## src/rtl/fetch_queue_if.sv

```systemverilog
// fetch_queue_if: fetch -> decode queue bus.
//   master : fetch/decode side (drives in_valid, fetch_instr_pc, flush, dec_ready;
//            observes head entry, stop_fetch, count, overflow)
//   slave  : the queue itself
interface fetch_queue_if #(
  parameter int DEPTH = 4
);
  localparam int CW = $clog2(DEPTH) + 1;

  logic          in_valid;
  logic [63:0]   fetch_instr_pc;  // [63:32] pc, [31:0] instruction
  logic          flush;
  logic          dec_ready;
  logic          dec_valid;
  logic [31:0]   dec_pc;
  logic [31:0]   dec_instr;
  logic          dec_is_ecall;
  logic          stop_fetch;
  logic [CW-1:0] count;
  logic          overflow;

  modport master (
    output in_valid, fetch_instr_pc, flush, dec_ready,
    input  dec_valid, dec_pc, dec_instr, dec_is_ecall, stop_fetch, count, overflow
  );

  modport slave (
    input  in_valid, fetch_instr_pc, flush, dec_ready,
    output dec_valid, dec_pc, dec_instr, dec_is_ecall, stop_fetch, count, overflow
  );
endinterface

```

## src/rtl/fetch_queue.sv

```systemverilog
// fetch_queue: circular buffer of fetched {pc, instruction} pairs feeding decode.
//   clk   : rising-edge clock
//   rst_n : asynchronous active-low reset (clears pointers, count, overflow)
//   q     : fetch_queue_if.slave
//             in_valid/fetch_instr_pc : fetch result to enqueue
//             flush                   : discard everything (redirect)
//             dec_ready               : decode consumes the head
//             dec_valid/dec_pc/dec_instr/dec_is_ecall : head entry
//             stop_fetch              : occupancy reached AFULL_LVL
//             count                   : occupancy
//             overflow                : sticky, an input was dropped when full
// DEPTH must match the DEPTH of the connected interface.
module fetch_queue #(
  parameter int DEPTH     = 4,
  parameter int AFULL_LVL = 3
) (
  input  logic         clk,
  input  logic         rst_n,
  fetch_queue_if.slave q
);
  localparam int AW = $clog2(DEPTH);
  localparam int CW = AW + 1;

  logic [63:0]   mem [DEPTH];
  logic [AW-1:0] wr_ptr, rd_ptr;
  logic [CW-1:0] cnt;
  logic          ovf;
  logic          empty, full, pop, push, drop;
  logic [63:0]   head;

  assign empty = (cnt == '0);
  assign full  = (cnt == CW'(DEPTH));
  assign pop   = !empty && q.dec_ready && !q.flush;
  // a full queue still takes a new entry when the head leaves in the same cycle
  assign push  = q.in_valid && !q.flush && (!full || pop);
  // flush discards the input for its own reason; only fullness counts as overflow
  assign drop  = q.in_valid && !q.flush && full && !pop;

  always_ff @(posedge clk or negedge rst_n) begin
    if (!rst_n) begin
      wr_ptr <= '0;
      rd_ptr <= '0;
      cnt    <= '0;
      ovf    <= 1'b0;
    end else begin
      if (drop) ovf <= 1'b1;
      if (q.flush) begin
        wr_ptr <= '0;
        rd_ptr <= '0;
        cnt    <= '0;
      end else begin
        if (push) wr_ptr <= wr_ptr + 1'b1;
        if (pop)  rd_ptr <= rd_ptr + 1'b1;
        if (push && !pop)      cnt <= cnt + 1'b1;
        else if (pop && !push) cnt <= cnt - 1'b1;
      end
    end
  end

  // storage is never reset; empty-gating below hides stale contents
  always_ff @(posedge clk) begin
    if (push) mem[wr_ptr] <= q.fetch_instr_pc;
  end

  assign head           = empty ? 64'h0 : mem[rd_ptr];
  assign q.dec_valid    = !empty;
  assign q.dec_pc       = head[63:32];
  assign q.dec_instr    = head[31:0];
  assign q.dec_is_ecall = !empty && (head[31:0] == 32'h0000_0073);
  assign q.stop_fetch   = !q.flush && (cnt >= CW'(AFULL_LVL));
  assign q.count        = cnt;
  assign q.overflow     = ovf;
endmodule

```

## src/flat_wrapper.sv

```systemverilog
// flat-port wrapper written by rule: the top's interface ports become plain ports
module fetch_queue_flat 
#(
  parameter int DEPTH     = 4,
  parameter int AFULL_LVL = 3
)
  (clk, rst_n, q_in_valid, q_fetch_instr_pc, q_flush, q_dec_ready, q_dec_valid, q_dec_pc, q_dec_instr, q_dec_is_ecall, q_stop_fetch, q_count, q_overflow);
  fetch_queue_if #(.DEPTH(DEPTH)) q_i ();
  input  logic clk;
  input  logic rst_n;
  input wire logic [$bits(q_i.in_valid)-1:0] q_in_valid;
  input wire logic [$bits(q_i.fetch_instr_pc)-1:0] q_fetch_instr_pc;
  input wire logic [$bits(q_i.flush)-1:0] q_flush;
  input wire logic [$bits(q_i.dec_ready)-1:0] q_dec_ready;
  output wire logic [$bits(q_i.dec_valid)-1:0] q_dec_valid;
  output wire logic [$bits(q_i.dec_pc)-1:0] q_dec_pc;
  output wire logic [$bits(q_i.dec_instr)-1:0] q_dec_instr;
  output wire logic [$bits(q_i.dec_is_ecall)-1:0] q_dec_is_ecall;
  output wire logic [$bits(q_i.stop_fetch)-1:0] q_stop_fetch;
  output wire logic [$bits(q_i.count)-1:0] q_count;
  output wire logic [$bits(q_i.overflow)-1:0] q_overflow;
  assign q_i.in_valid = q_in_valid;
  assign q_i.fetch_instr_pc = q_fetch_instr_pc;
  assign q_i.flush = q_flush;
  assign q_i.dec_ready = q_dec_ready;
  assign q_dec_valid = q_i.dec_valid;
  assign q_dec_pc = q_i.dec_pc;
  assign q_dec_instr = q_i.dec_instr;
  assign q_dec_is_ecall = q_i.dec_is_ecall;
  assign q_stop_fetch = q_i.stop_fetch;
  assign q_count = q_i.count;
  assign q_overflow = q_i.overflow;
  fetch_queue #(.DEPTH(DEPTH), .AFULL_LVL(AFULL_LVL)) u_core (.clk(clk), .rst_n(rst_n), .q(q_i));
endmodule
```

## config.mk

```make
export PLATFORM = sky130hd
export DESIGN_NAME = fetch_queue_flat
export DESIGN_NICKNAME = d
export VERILOG_FILES = /design/src/rtl/fetch_queue_if.sv /design/src/rtl/fetch_queue.sv /design/src/flat_wrapper.sv
export SDC_FILE = /design/constraint.sdc
export NUM_CORES = 1
export LEC_CHECK = 0
export CELL_PAD_IN_SITES_DETAIL_PLACEMENT = 0
export CELL_PAD_IN_SITES_GLOBAL_PLACEMENT = 1
export CORE_ASPECT_RATIO = 2
export CORE_MARGIN = 3
export CORE_UTILIZATION = 40
export CTS_BUF_LIST = sky130_fd_sc_hd__clkbuf_16
export CTS_CLUSTER_DIAMETER = 200
export DETAILED_ROUTE_END_ITERATION = 8
export PLACE_DENSITY_LB_ADDON = 0.05
export SETUP_SLACK_MARGIN = 0.5
export SLEW_MARGIN = 20
export SYNTH_ARGS = -nofsm -noshare
export SYNTH_HDL_FRONTEND = slang
export SYNTH_SLANG_ARGS = --single-unit
```

## constraint.sdc

```tcl
create_clock -name clk -period 3.5 [get_ports clk]
set_input_delay 0.35 -clock clk [delete_from_list [all_inputs] [get_ports clk]]
set_output_delay 0.35 -clock clk [all_outputs]
set_load 0.01 [all_outputs]
```

==> out/qor.yml <==
power:
  vdd_drop_max_uv: 407.0
  power_uw: 9469
  leakagePower_uw: 0.004588
  powerDensity_mw_per_mm2: 710.6
timing:
  finClkSkew_ps: 16.23
  fin_crit_sh: 0.8673
  period_minus_slack_ps: 3036
  slew_viol_final: 0
  rsz0062_at_grt: "yes"
  timing.setup.tns_ps: 0
  max_slew.worst_pin.slew_ps: 635.8
  setup_violations: 0
  fmax_ghz: 0.3294
  hold_viol: 0
  slew_headroom: 0.5761
routing:
  drt_iter0_drc: 325
  vias: 5157
  routedWlPerCell_um: 22.12
  wl_um: 22430
  postRouteAntennaNets: 0
  drt_pass1_iterations: 4
  routed_via_density: 5.086
  drc: 0
final_layout:
  final_common_cell: "edfxtp_1"
  design_area_mm2: 0.01333
  diodes: 0
  final_cells: 1014
  drive_gt1_frac: 0.2168
  layout_common_cells: "edfxtp_1, clkdlybuf4s50_1, and2_1"
  area_growth_pct: 28.22
  nNetsFinal: 735
die:
  num_rows: 82
  die-area_mm2: 0.02807
  die_y_um: 234.0
  start_util: 0.4101
  coreArea_mm2: 0.02534
  die_x_um: 120.0
  io_pins: 140
logic_synthesis:
  synthCells: 485
  syn_area_per_cell_um2: 21.43
  synth_fp_nets: 559
  synth_warnings: 0
  synth.yosys.seq_area_share: 0.7590
  ys_ff_latch: 264
  synth.distinct_cells: 41
  synth.cell_area_mm2: 0.01039
placed_design:
  dp_cells: 954
  dp_hpwl_um: 13950
  port_buffers: 139
  place_congestion: 0.7020
  place_area_mm2: 0.01234
setup_path:
  critPathMostFrequentCell: "nor4_4"
  critPathRequiredTime_ps: 3150
  worst_path_largest_cell_delay_ps: 620
  crit_fanout: 9
  rrSetupSlack_ps: 790
  start_kind: "flip-flop"
  cp_cell_sequence: "buf_12 -> mux4_1 -> nor4_4 -> nand2_2 -> nor4_4 -> buf_2"
  crit_type: "reg2out"
  end_kind: "output pin"
  crit_slowest_cell: "mux4_1"
  cp.arrival_ps: 2690
cts:
  clk_pin_slew_worst_paths_ps: 70
  cts_htree_levels: 1
  cts_tree: "done"
  cts.sinks: 264
  worst_skew_pair.late_latency_ps: 520
  cts-root-buf: "clkbuf_16"
  cts_inserted_buffers: 25
  clockBufferDepth: 3
worst_hold_path:
  min_path_type: "in2async"
grt:
  grt_max_degree: 43
  grt_pass1_wl_um: 34600
  antenna_found_initial: 0
  gr-total-overflow: 0
  track_usage: 0.1632
  grt_pass1_vias: 5749
job:
  maxCapViolCount: 0
status:
  status: "finished, final reports clean"
-- registers in the layout (all words and copies together) (netlist names) --
name               count
u_core.q.count         3
u_core.rd_ptr          2
u_core.q.overflow      1
u_core.wr_ptr          2
u_core.mem           256
-- worst max-delay path: cells and delay by family (launching register included) --
family,cells,cell delay [ps]
simple gates,3,760
flops,1,460
mux,1,620
buf+inv,2,320
-- kinds of logic after synthesis --
kind of cell | after synthesis | share of synthesized area
buffers and inverters | 32 | 0.01649
DFF | 264 | 0.7590
AOI/OAI and AO/OA | 13 | 0.01011
muxes | 65 | 0.1425
adders and majority gates | 5 | 0.006742
xor gates and xnor gates | 5 | 0.004214
and+or+nand+nor | 101 | 0.06092
-- cells in the mapped netlist --
| master | count | area, um^2 |
|---|---|---|
| edfxtp_1 | 256 | 7687 |
| and2_1 | 66 | 412.9 |
| mux4_2 | 56 | 1261 |
| clkbuf_1 | 13 | 48.80 |
| nor2_1 | 10 | 37.54 |
| dfrtp_1 | 8 | 200.2 |
| mux4_1 | 8 | 210.2 |
| buf_2 | 6 | 30.03 |
| inv_1 | 6 | 22.52 |
| ha_1 | 4 | 50.05 |
| o21ai_0 | 4 | 20.02 |
| xor2_1 | 4 | 35.03 |
| a21oi_1 | 3 | 15.01 |
| and2_2 | 3 | 22.52 |
| buf_6 | 3 | 33.78 |
| nand2_1 | 3 | 11.26 |
| nand3_1 | 3 | 15.01 |
| nor4_2 | 3 | 37.54 |
| buf_4 | 2 | 15.01 |
| nor4_1 | 2 | 12.51 |
| or3_1 | 2 | 12.51 |
| a221oi_1 | 1 | 8.760 |
| a31oi_1 | 1 | 6.260 |
| a41o_1 | 1 | 10.01 |
| and3_1 | 1 | 6.260 |
| and4b_1 | 1 | 10.01 |
| clkbuf_4 | 1 | 7.510 |
| clkbuf_8 | 1 | 13.76 |
| fa_1 | 1 | 20.02 |
| mux2i_1 | 1 | 10.01 |
| nand3_2 | 1 | 10.01 |
| nand3b_1 | 1 | 7.510 |
| nand4b_1 | 1 | 8.760 |
| nor3_1 | 1 | 5.000 |
| nor4b_1 | 1 | 8.760 |
| o21ai_4 | 1 | 16.27 |
| o31ai_2 | 1 | 12.51 |
| o41ai_2 | 1 | 16.27 |
| or2_2 | 1 | 6.260 |
| or3b_2 | 1 | 8.760 |
| xnor2_1 | 1 | 8.760 |
-- final cells by class --
cell class	instances	area, um^2
Fill cell	2113	12020
Sequential cell	264	7895
Multi-Input combinational cell	189	2390
Timing Repair Buffer	175	1881
Clock buffer	25	625.6
Tap cell	336	420.4
Clock inverter	19	91.34
Inverter	6	22.52
-- routing by layer --
layer  wire [um]  vias to the layer above  GRT usage
li1            -                     2313          -
met1        8714                     2668     0.2004
met2       11990                      141     0.2920
met3        1196                       35    0.02752
met4         529                        0    0.05522
met5           0                        -          0
-- timing repair --
action	4_1_cts	5_1_grt
pin swaps	2	2
gates resized for setup	32	16
setup buffers	7	8
endpoints found under the hold margin	0	0
hold buffers	0	0
setup endpoints to repair	59	18
cloned	1	0
-- through the flow --
stage / hold slack (ps) / utilization / setup WS, ps
6_report: 125.0 / 0.5258 / 464.4
5_1_grt: 154.0 / 0.5258 / 304.9
4_1_cts: 111.9 / 0.5219 / 392.5
3_5_place_dp: 475.6 / 0.4868 / 261.1
3_3_place_gp: 454.8 / 0.4868 / 259.4
2_1_floorplan: 54.41 / - / 552.5
-- path summary, 6_finish.rpt --
path / startpoint / endpoint / cells after the start
min in group clk: q_fetch_instr_pc[13] / u_core.mem[2][13] / 1
min reg2reg: u_core.q.overflow / u_core.q.overflow / 1
max: u_core.rd_ptr[0] / q_dec_is_ecall / 6
min: rst_n / u_core.rd_ptr[0] / 1
max in group asynchronous: rst_n / u_core.rd_ptr[1] / 1
max reg2reg: u_core.q.count[0] / u_core.q.count[2] / 8
-- where the power goes --
group	internal [uW]	total, uW	switching, uW
sequential	3650	3740	86.0
combinational	1840	3330	1480
clock	1290	2400	1110
total	6790	9470	2680
Note: power is estimated with default switching activity, not from simulation.
